**config.mk**
```make
export PLATFORM = sky130hd
export DESIGN_NAME = decision_funct_mc
export DESIGN_NICKNAME = d
export VERILOG_FILES = /design/src/rtl/svm_pkg.sv /design/src/rtl/sm_mac.sv /design/src/rtl/decision_funct_mc.sv
export SDC_FILE = /design/constraint.sdc
export NUM_CORES = 1
export LEC_CHECK = 0
export BUFFER_PORTS_ARGS = -buffer_cell sky130_fd_sc_hd__buf_2
export CORE_ASPECT_RATIO = 0.5
export CORE_MARGIN = 4
export CORE_UTILIZATION = 52
export CTS_BUF_LIST = sky130_fd_sc_hd__clkbuf_4
export DETAILED_ROUTE_END_ITERATION = 10
export PLACE_DENSITY_LB_ADDON = 0.08
export SYNTH_ARGS = -nofsm -noshare
export SYNTH_HDL_FRONTEND = slang
export SYNTH_HIERARCHICAL = 1
export SYNTH_SLANG_ARGS = --single-unit
```
**constraint.sdc**
```tcl
create_clock -name clk -period 19.7 [get_ports clk]
set_input_delay 1.97 -clock clk [delete_from_list [all_inputs] [get_ports clk]]
set_output_delay 1.97 -clock clk [all_outputs]
set_load 0.02 [all_outputs]
```
**src/rtl/svm_pkg.sv**
```systemverilog
// Fixed-point format constants and helpers shared by the SVM pipeline blocks.
package svm_pkg;

    localparam int unsigned FRAC_BITS = 8;
    localparam int unsigned WORD_W    = 2 * FRAC_BITS;
    localparam int unsigned SCORE_W   = 24;
    localparam int unsigned WIDE_W    = 64;

    // Sign-magnitude to two's complement; negative zero maps to 0.
    function automatic logic signed [WIDE_W-1:0] sm_to_tc(input logic sgn,
                                                          input logic [WIDE_W-2:0] mag);
        logic signed [WIDE_W-1:0] pos;
        pos = $signed({1'b0, mag});
        return sgn ? -pos : pos;
    endfunction

    // Clamp a wide signed value into the signed range of a w-bit word.
    function automatic logic signed [WIDE_W-1:0] sat_signed(input logic signed [WIDE_W-1:0] x,
                                                            input int unsigned w);
        logic signed [WIDE_W-1:0] hi;
        logic signed [WIDE_W-1:0] lo;
        hi = (64'sd1 <<< (w - 1)) - 64'sd1;
        lo = -hi - 64'sd1;
        if (x > hi) begin
            return hi;
        end
        if (x < lo) begin
            return lo;
        end
        return x;
    endfunction

endpackage

```
**src/rtl/sm_mac.sv**
```systemverilog
// Sign-magnitude multiply-accumulate with synchronous clear.
module sm_mac
    import svm_pkg::*;
#(
    parameter int unsigned DATA_W = WORD_W,
    parameter int unsigned ACC_W  = 36
) (
    input  logic                    clk,
    input  logic                    rst_n,
    input  logic                    clr,
    input  logic                    en,
    input  logic [DATA_W-1:0]       a,
    input  logic [DATA_W-1:0]       b,
    output logic signed [ACC_W-1:0] acc
);

    localparam int unsigned MAG_W  = DATA_W - 1;
    localparam int unsigned PROD_W = 2 * MAG_W;

    logic [PROD_W-1:0]        prod_mag;
    logic signed [WIDE_W-1:0] prod_tc;
    logic signed [ACC_W-1:0]  acc_d;
    logic signed [ACC_W-1:0]  acc_q;

    // Product magnitude, signed product and next accumulator value.
    always_comb begin
        prod_mag = PROD_W'(a[MAG_W-1:0]) * PROD_W'(b[MAG_W-1:0]);
        prod_tc  = sm_to_tc(a[DATA_W-1] ^ b[DATA_W-1], (WIDE_W-1)'(prod_mag));
        acc_d    = acc_q;
        if (clr) begin
            acc_d = '0;
        end else if (en) begin
            acc_d = acc_q + ACC_W'(prod_tc);
        end
    end

    // Accumulator register.
    always_ff @(posedge clk) begin
        if (!rst_n) begin
            acc_q <= '0;
        end else begin
            acc_q <= acc_d;
        end
    end

    assign acc = acc_q;

endmodule

```
**src/rtl/decision_funct_mc.sv**
```systemverilog
// Multi-class one-vs-rest SVM decision stage: per-class score, sign, argmax and margin flag.
module decision_funct_mc
    import svm_pkg::*;
#(
    parameter int unsigned XLEN_PIXEL          = FRAC_BITS,
    parameter int unsigned NUM_OF_SV           = 10,
    parameter int unsigned NUM_CLASSES         = 2,
    parameter int unsigned DECISION_FUNCT_SIZE = SCORE_W,
    parameter int unsigned ADDR_W              = $clog2(NUM_CLASSES * (NUM_OF_SV + 1))
) (
    input  logic                                   clk,
    input  logic                                   rst_n,
    input  logic                                   start,
    input  logic [2*XLEN_PIXEL*NUM_OF_SV-1:0]      kernel_out,
    output logic                                   coef_rd_en,
    output logic [ADDR_W-1:0]                      coef_addr,
    input  logic [2*XLEN_PIXEL-1:0]                coef_data,
    input  logic [DECISION_FUNCT_SIZE-2:0]         margin_thr,
    output logic                                   busy,
    output logic                                   done,
    output logic [NUM_CLASSES-1:0]                 y_class,
    output logic [((NUM_CLASSES > 1) ? $clog2(NUM_CLASSES) : 1)-1:0] class_idx,
    output logic [DECISION_FUNCT_SIZE-1:0]         best_score,
    output logic                                   margin_ok
);

    localparam int unsigned DW     = 2 * XLEN_PIXEL;
    localparam int unsigned KW     = DW * NUM_OF_SV;
    localparam int unsigned SW     = DECISION_FUNCT_SIZE;
    localparam int unsigned ACC_W  = 2 * (DW - 1) + $clog2(NUM_OF_SV) + 2;
    localparam int unsigned IDX_W  = $clog2(NUM_OF_SV + 1);
    localparam int unsigned CIDX_W = (NUM_CLASSES > 1) ? $clog2(NUM_CLASSES) : 1;

    localparam logic [2:0] S_IDLE = 3'd0;
    localparam logic [2:0] S_MAC  = 3'd1;
    localparam logic [2:0] S_BIAS = 3'd2;
    localparam logic [2:0] S_FIN  = 3'd3;
    localparam logic [2:0] S_DONE = 3'd4;

    logic [2:0]              state_q, state_d;
    logic [IDX_W-1:0]        i_q, i_d;
    logic [CIDX_W-1:0]       c_q, c_d;
    logic [KW-1:0]           kernel_q, kernel_d;
    logic                    rd_en_q, rd_en_d;
    logic [ADDR_W-1:0]       addr_q, addr_d;
    logic                    busy_q, busy_d;
    logic                    done_q, done_d;
    logic [NUM_CLASSES-1:0]  y_q, y_d;
    logic [CIDX_W-1:0]       idx_q, idx_d;
    logic signed [SW-1:0]    best_q, best_d;
    logic                    mok_q, mok_d;

    logic                    mac_clr;
    logic                    mac_en;
    logic [IDX_W-1:0]        k_idx;
    logic [DW-1:0]           kernel_word;
    logic signed [ACC_W-1:0] acc;
    logic signed [WIDE_W-1:0] bias_tc;
    logic signed [WIDE_W-1:0] sum_w;
    logic signed [SW-1:0]    score_fin;
    logic [SW-2:0]           best_abs;

    // Kernel value paired with the coefficient arriving this cycle (address i-1).
    always_comb begin
        k_idx       = i_q - IDX_W'(1);
        kernel_word = kernel_q[32'(k_idx) * DW +: DW];
    end

    sm_mac #(
        .DATA_W (DW),
        .ACC_W  (ACC_W)
    ) u_mac (
        .clk   (clk),
        .rst_n (rst_n),
        .clr   (mac_clr),
        .en    (mac_en),
        .a     (kernel_word),
        .b     (coef_data),
        .acc   (acc)
    );

    // Add bias aligned to the product format, floor back to score format and saturate.
    always_comb begin
        bias_tc   = sm_to_tc(coef_data[DW-1], (WIDE_W-1)'(coef_data[DW-2:0]));
        sum_w     = WIDE_W'(acc) + (bias_tc <<< XLEN_PIXEL);
        score_fin = SW'(sat_signed(sum_w >>> XLEN_PIXEL, SW));
        if (best_q == {1'b1, {(SW-1){1'b0}}}) begin
            best_abs = {(SW-1){1'b1}};
        end else if (best_q[SW-1]) begin
            best_abs = (SW-1)'(-best_q);
        end else begin
            best_abs = (SW-1)'(best_q);
        end
    end

    // Next-state, counters, ROM addressing and result updates.
    always_comb begin
        state_d  = state_q;
        i_d      = i_q;
        c_d      = c_q;
        kernel_d = kernel_q;
        busy_d   = busy_q;
        done_d   = 1'b0;
        y_d      = y_q;
        idx_d    = idx_q;
        best_d   = best_q;
        mok_d    = mok_q;
        mac_clr  = 1'b0;
        mac_en   = 1'b0;

        case (state_q)
            S_IDLE: begin
                if (start) begin
                    kernel_d = kernel_out;
                    c_d      = '0;
                    i_d      = '0;
                    mac_clr  = 1'b1;
                    busy_d   = 1'b1;
                    y_d      = '0;
                    idx_d    = '0;
                    best_d   = '0;
                    mok_d    = 1'b0;
                    state_d  = S_MAC;
                end
            end
            S_MAC: begin
                mac_en = (i_q != '0);
                if (i_q == IDX_W'(NUM_OF_SV - 1)) begin
                    i_d     = IDX_W'(NUM_OF_SV);
                    state_d = S_BIAS;
                end else begin
                    i_d = i_q + IDX_W'(1);
                end
            end
            S_BIAS: begin
                mac_en  = 1'b1;
                state_d = S_FIN;
            end
            S_FIN: begin
                y_d[c_q] = score_fin[SW-1];
                if ((c_q == '0) || (score_fin > best_q)) begin
                    best_d = score_fin;
                    idx_d  = c_q;
                end
                if (c_q == CIDX_W'(NUM_CLASSES - 1)) begin
                    state_d = S_DONE;
                end else begin
                    c_d     = c_q + CIDX_W'(1);
                    i_d     = '0;
                    mac_clr = 1'b1;
                    state_d = S_MAC;
                end
            end
            S_DONE: begin
                done_d  = 1'b1;
                busy_d  = 1'b0;
                mok_d   = (best_abs >= margin_thr);
                state_d = S_IDLE;
            end
            default: begin
                state_d = S_IDLE;
            end
        endcase

        rd_en_d = (state_d == S_MAC) || (state_d == S_BIAS);
        addr_d  = rd_en_d ? ADDR_W'(32'(c_d) * (NUM_OF_SV + 1) + 32'(i_d)) : '0;
    end

    // State and output registers.
    always_ff @(posedge clk) begin
        if (!rst_n) begin
            state_q  <= S_IDLE;
            i_q      <= '0;
            c_q      <= '0;
            kernel_q <= '0;
            rd_en_q  <= 1'b0;
            addr_q   <= '0;
            busy_q   <= 1'b0;
            done_q   <= 1'b0;
            y_q      <= '0;
            idx_q    <= '0;
            best_q   <= '0;
            mok_q    <= 1'b0;
        end else begin
            state_q  <= state_d;
            i_q      <= i_d;
            c_q      <= c_d;
            kernel_q <= kernel_d;
            rd_en_q  <= rd_en_d;
            addr_q   <= addr_d;
            busy_q   <= busy_d;
            done_q   <= done_d;
            y_q      <= y_d;
            idx_q    <= idx_d;
            best_q   <= best_d;
            mok_q    <= mok_d;
        end
    end

    assign coef_rd_en = rd_en_q;
    assign coef_addr  = addr_q;
    assign busy       = busy_q;
    assign done       = done_q;
    assign y_class    = y_q;
    assign class_idx  = idx_q;
    assign best_score = best_q;
    assign margin_ok  = mok_q;

endmodule

```
# After elaboration in Yosys (flattened, before gate mapping)
# Cells that the tools add are included.
[classes]
n_addsub = 9
n_mul = 2
n_lt_le_gt_ge = 6
eq_ne = 10
shift = 1
mux = 41
bitwise_logic = 3
reduce_logical = 13
[op_table]
columns = ["operator", "count"]
rows = [
  ["160-bit by 9-bit variable part select with 16-bit output", 1],
  ["24-bit two-way mux", 6],
  ["36-bit by 64-bit adder with 64-bit output", 1],
  ["56-bit by 24-bit greater-than comparator with 1-bit output (second input constant)", 1],
  ["56-bit by 24-bit < comparator with 1-bit output (second input constant)", 1],
  ["56-bit two-way mux", 1],
  ["15-bit negation with 56-bit output", 1],
  ["24-bit one-hot mux with 2 select lines", 1],
  ["23-bit two-way mux", 2],
  ["36-bit adder", 1],
  ["36-bit two-way mux", 1],
  ["30-bit negation with 36-bit output", 1],
  ["15-bit by 15-bit multiplier with 30-bit output", 1],
  ["24-bit == test (second input constant)", 1],
  ["24-bit greater-than comparator", 1],
  ["23-bit >= comparator", 1],
  ["23-bit negation", 1],
  ["1-bit two-way mux", 12],
  ["4-bit two-way mux", 3],
  ["1-bit one-hot mux with 2 select lines", 6],
  ["3-bit one-hot mux with 4 select lines", 1],
  ["4-bit one-hot mux with 3 select lines", 1],
  ["3-bit by 2-bit == test with 1-bit output (second input constant)", 3],
  ["3-bit two-way mux", 3],
  ["25 further kinds", 33],
]
[word_totals]
register_bits = 240
input_bits = 202
elab_cells = 98

# Longest topological paths before layout
[depth]
word_depth = 12
mapped_depth = 49

# Cells and area by module
# The synthesis kept the hierarchy.
[modules_own_cells]
columns = ["mod", "n_inst", "cells_per_inst", "area_per_inst_um2"]
rows = [
  ["decision_funct_mc", 1, 1897, 14390.1],
  ["sm_mac", 1, 1399, 11659.9],
]

# Least setup slack after synthesis
# No wires, ideal clock.
[synth_path]
kind = "flip-flop to flip-flop"
from = "register i_q[0]"
to = "register u_mac.acc_q[35] (netlist: u_mac/acc[35])"
arrival_ns = 11.616
required_ns = 19.636
path_slack_ns = 8.020
path_stages_with_launch = 45
n_path_buf = 7
cell_sequence = "dfxtp_1 -> clkbuf_1 -> buf_1 -> clkbuf_1 -> inv_1 -> ha_1 -> clkbuf_1 -> buf_1 -> mux4_2 -> mux2i_1 -> o22ai_1 -> clkbuf_1 -> and2_1 -> fa_1 -> inv_1 -> fa_1 -> inv_1 -> fa_1 -> [9 not listed] -> o221ai_1 -> or3_4 -> nor4_4 -> and3_1 -> buf_2 -> a21oi_1 -> xnor2_1 -> ha_1 -> nand2_1 -> nor2_1 -> nand3_1 -> nor4_1 -> a21oi_1 -> o21a_1 -> o21ba_2 -> a21oi_1 -> mux4_1 -> nand4_1"
[synth_via]
elab_chain_cells = 6
elab_cells_between_ends = 9
cone_classes = "add/sub: 3; mul: 1; shift: 1; mux: 2; bitwise: 1; reduce/logical: 1"
[synth_lines]
columns = ["element", "line", "rtl"]
rows = [
  ["start: declaration", "decision_funct_mc.sv:41", "logic [IDX_W-1:0] i_q, i_d;"],
  ["start signal: assignment", "decision_funct_mc.sv:186", "i_q <= i_d;"],
  ["4-bit by 1-bit subtractor with 4-bit output (*)", "decision_funct_mc.sv:65", "k_idx = i_q - IDX_W'(1);"],
  ["160-bit by 9-bit variable part select with 16-bit output (*)", "decision_funct_mc.sv:66", "kernel_word = kernel_q[32'(k_idx) * DW +: DW];"],
  ["net kernel_word[8]", "decision_funct_mc.sv:56", "logic [DW-1:0] kernel_word;"],
  ["15-bit by 15-bit multiplier with 30-bit output (*)", "sm_mac.sv:27", "prod_mag = PROD_W'(a[MAG_W-1:0]) * PROD_W'(b[MAG_W-1:0]);"],
  ["30-bit negation with 36-bit output", "svm_pkg.sv:14", "return sgn ? -pos : pos;"],
  ["36-bit two-way mux (*)", "svm_pkg.sv:14", ""],
  ["36-bit adder (*)", "sm_mac.sv:33", "acc_d = acc_q + ACC_W'(prod_tc);"],
  ["end signal: assignment", "sm_mac.sv:40", "acc_q <= '0;"],
  ["end signal: assignment", "sm_mac.sv:42", "acc_q <= acc_d;"],
  ["end: declaration", "sm_mac.sv:23", "logic signed [ACC_W-1:0] acc_q;"],
]
# The timed path passes the listed nets; every way through them passes the cells marked *.
# A chain may end at the register's enable or synchronous reset.

# Final worst setup path
# Ends and elaborated chain as after synthesis.

==> results.txt <==
----------------------------------------------------
[Final layout]
  Post-route design area ... 28300 um2
  Nets ... 4052
  Number of filler cells placed in the layout ... 4709
  Final core utilization ... 57.8%
  Layout cells sized above 1 ... 12.8%
  Post-synthesis to final-layout area growth ... 8.79%
  Highest-count cells in the layout ignoring fill and taps ... nand2_1, a21oi_1, inv_1
  Non-filler instance count after layout ... 4139
  Most common cell after layout, fill and taps aside ... nand2_1

[Global routing]
  Remaining Overflow, GRT ... 0
  Number of antenna violations at the first check in global routing ... 1
  Global-route wire length before repair ... 121 mm
  Via count of the first global-routing pass ... 22933
  Largest net degree at the start of global routing ... 100
  Overall Global Routing Usage ... 27.2%

[Logic synthesis]
  Combined area of all synthesized cells ... 26000 um2
  Async set or reset register ratio after synthesis ... 0%
  Synthesized net count ... 3898
  Post-Syn Area per Cell ... 7.90 um2
  Synthesized instance count ... 3296
  Number of register bits inferred by synthesis ... 240
  Most area-consuming cells after synthesis ... dfxtp_1, fa_1, ha_1, nand2_1, a21oi_1
  Area share of the largest cell type after synthesis ... 18.4%
  Seq/Total Area, Yosys ... 18.4%
  Count of warnings emitted by yosys ... 6
  Cell accounting for the most synthesized area ... dfxtp_1
  Number of flops mapped to enable cells by yosys ... 0
  Number of library cell types mapped by synthesis ... 95
  Top_reg_cell synth ... dfxtp_1

[Timing]
  # setup viols final ... 0
  Fmax ... 81.1 MHz
  Min cycle time layout ... 12.33 ns
  Endpoints failing hold ... 0
  Clock skew ... 0.0699 ns
  Total Neg Setup Slack ... 0 ns
  Unrepaired setup endpoints after global routing ... false
  Max-slew violation total from the final report ... 0
  Slew at the pin closest to its max-slew limit ... 1.25 ns
  Post-route clock period utilization ... 62.6%
  Max-slew headroom ... 16.4%

[Worst hold path]
  Hold Path Stages ... 2
  Path category of the worst min-delay check ... reg2reg

[Setup path]
  Worst setup EP type ... flip-flop
  Critical-path maximum fanout ... 54
  Startpoint-to-endpoint class of the critical path ... reg2reg
  Worst path bufs/invs ... 6
  Max stage delay cell, worst path ... o22ai_1
  Number of cells on the critical path ... 37
  Nature of the critical path startpoint ... flip-flop
  Arrival @ worst endpoint ... 13.09 ns
  Worst stage delay on the critical path ... 1.10 ns
  Required @ worst endpoint ... 20.46 ns
  Number of cell instances on the worst register-to-register path ... 37
  Crit-path leading delay family ... adder cells
  Dominant cell type by count on the critical path ... fa_1

[Clock network]
  Post_cts resized ... 0
  Number of buffers added by the clock tree synthesis step ... 58
  Hold-fix buffers at CTS ... 0
  Skew-Pair Late Insertion Delay ... 0.82 ns
  Root Buffer Master ... clkbuf_4
  Clock tree from TritonCTS ... done
  Buffers inserted by post-CTS timing repair ... 0
  Count of H-tree levels built during CTS ... 2
  CTS sink count ... 240
  Max clock buf depth ... 3
  Register clock-pin slew on the reported worst setup and hold paths ... 0.07 ns

[Floorplan]
  Number of rows in the core area ... 57
  Starting density of the core ... 53.2%
  Num ports ... 238
  Core box area ... 49000 um2
  Die Span X ... 325 um
  Die height ... 166 um
  Area of the die ... 54000 um2

[Power]
  VDD IR max ... 0.0398 mV
  Static leakage power ... 13.1 nW
  Pwr Density ... 54.7 nW/um2

[Placement]
  Placed Cells incl. Taps ... 4039
  Total cell area at the placement stage ... 27600 um2
  Detailed-placement wirelength estimate ... 59.5 mm
  Quantity of I/O buffers inserted on ports ... 237
  Placer Congestion ... 0.935

[Outcome]
  Status ... complete, no violations

[Detailed routing]
  Count of TritonRoute iterations in the first routing pass ... 6
  Average detailed-routed wire length per instance ... 18.3 um
  Final ANT Viol Nets ... 0
  Avg Vias per Cell ... 5.76
  DRC violation count after routing ... 0
  Starting DRT DRC Count ... 1636
  Total routed wirelength ... 75.8 mm
  Via total after detailed routing ... 23820

[Run]
  Number of maximum-capacitance violations ... 0

----------------------------------------------------
logic make-up after synthesis:
| logic type | Yosys count | share of synthesized area [%] |
|---|---|---|
| compound gates | 774 | 18.6 |
| fa+ha+maj | 400 | 24.1 |
| mux | 102 | 5.54 |
| buf+inv | 463 | 6.99 |
| xor+xnor | 149 | 5.01 |
| flops | 240 | 18.4 |
| simple gates | 1168 | 21.3 |
synthesized netlist by cell type, types with 27 or more instances:
| cell type | number |
|---|---|
| fa_1 | 170 |
| o21a_1 | 37 |
| inv_1 | 291 |
| xor2_1 | 42 |
| nor3_1 | 36 |
| a21oi_1 | 309 |
| a21o_1 | 42 |
| mux4_2 | 32 |
| and2_1 | 155 |
| nand2_1 | 590 |
| a22oi_1 | 27 |
| xnor2_1 | 107 |
| mux2i_1 | 66 |
| ha_1 | 230 |
| clkbuf_1 | 125 |
| nor2_1 | 138 |
| nand3_1 | 45 |
| o21ai_0 | 124 |
| a21boi_0 | 31 |
| dfxtp_1 | 240 |
| nand4_1 | 45 |
metrics by stage:
stage                     setup WS [ns]  total power [W]  hold slack [ns]
after detailed placement           7.31          0.00111            0.446
after global placement             7.63          0.00111            0.440
after CTS                          7.33          0.00156            0.455
final                              7.37          0.00155            0.454
after floorplan                    8.02         0.000968            0.433
after global routing               6.41          0.00166            0.473
worst reg2reg max path: cells and delay by family, from the launching register on:
kind	cells	cell delay, ns
multiplexers	1	0.59
XOR/XNOR	1	0.14
flip-flops	1	0.31
AND/OR/NAND/NOR	10	2.58
buffers and inverters	6	1.44
AO/OA/AOI/OAI	10	2.92
adder cells (fa/ha/maj)	9	4.32
final cells by class:
cell class	instances	area (um2)	share of cell area [%]
antenna	1	2.50	0.00883
clock buffer	87	653	2.30
clock inverter	12	113	0.397
inverter	292	1100	3.88
multi-input combinational	2593	19500	68.7
sequential	240	4810	17.0
tap	649	812	2.87
timing repair buffer	265	1400	4.93
path summary, 6_finish.rpt:
path | slack, ns | from | to
worst min register to register | 0.45 | kernel_q[79] | kernel_q[79]
worst max-delay path | 7.37 | i_q[0] | u_mac/acc[35]
worst min-delay path | 0.45 | kernel_q[79] | kernel_q[79]
worst max register to register | 7.37 | i_q[0] | u_mac/acc[35]
state kept, by name, summed over array words and instances, names as in the netlist, 2 cells and up:
register,flops
u_mac/acc,36
kernel_q,160
state_q,3
best_score,24
coef_addr,5
i_q,4
y_class,2
per-layer routing:
| metal | global-route usage, % | up-vias | part of all wire, % |
|---|---|---|---|
| li1 | - | 11631 | - |
| met1 | 38.0 | 11336 | 46 |
| met2 | 44.5 | 740 | 45 |
| met3 | 4.76 | 113 | 6.9 |
| met4 | 5.51 | 0 | 1.8 |
| met5 | 0 | - | 0 |
report_power, final:
group / total (W) / switching (W) / leakage (nW) / internal [W]
combinational: 0.000585 / 0.000357 / 10.7 / 0.000228
sequential: 0.000521 / 0.0000131 / 1.96 / 0.000508
clock: 0.000443 / 0.000215 / 0.459 / 0.000227
total: 0.00155 / 0.000586 / 13.1 / 0.000963
No activity file was read; power rests on OpenSTA's default activity.
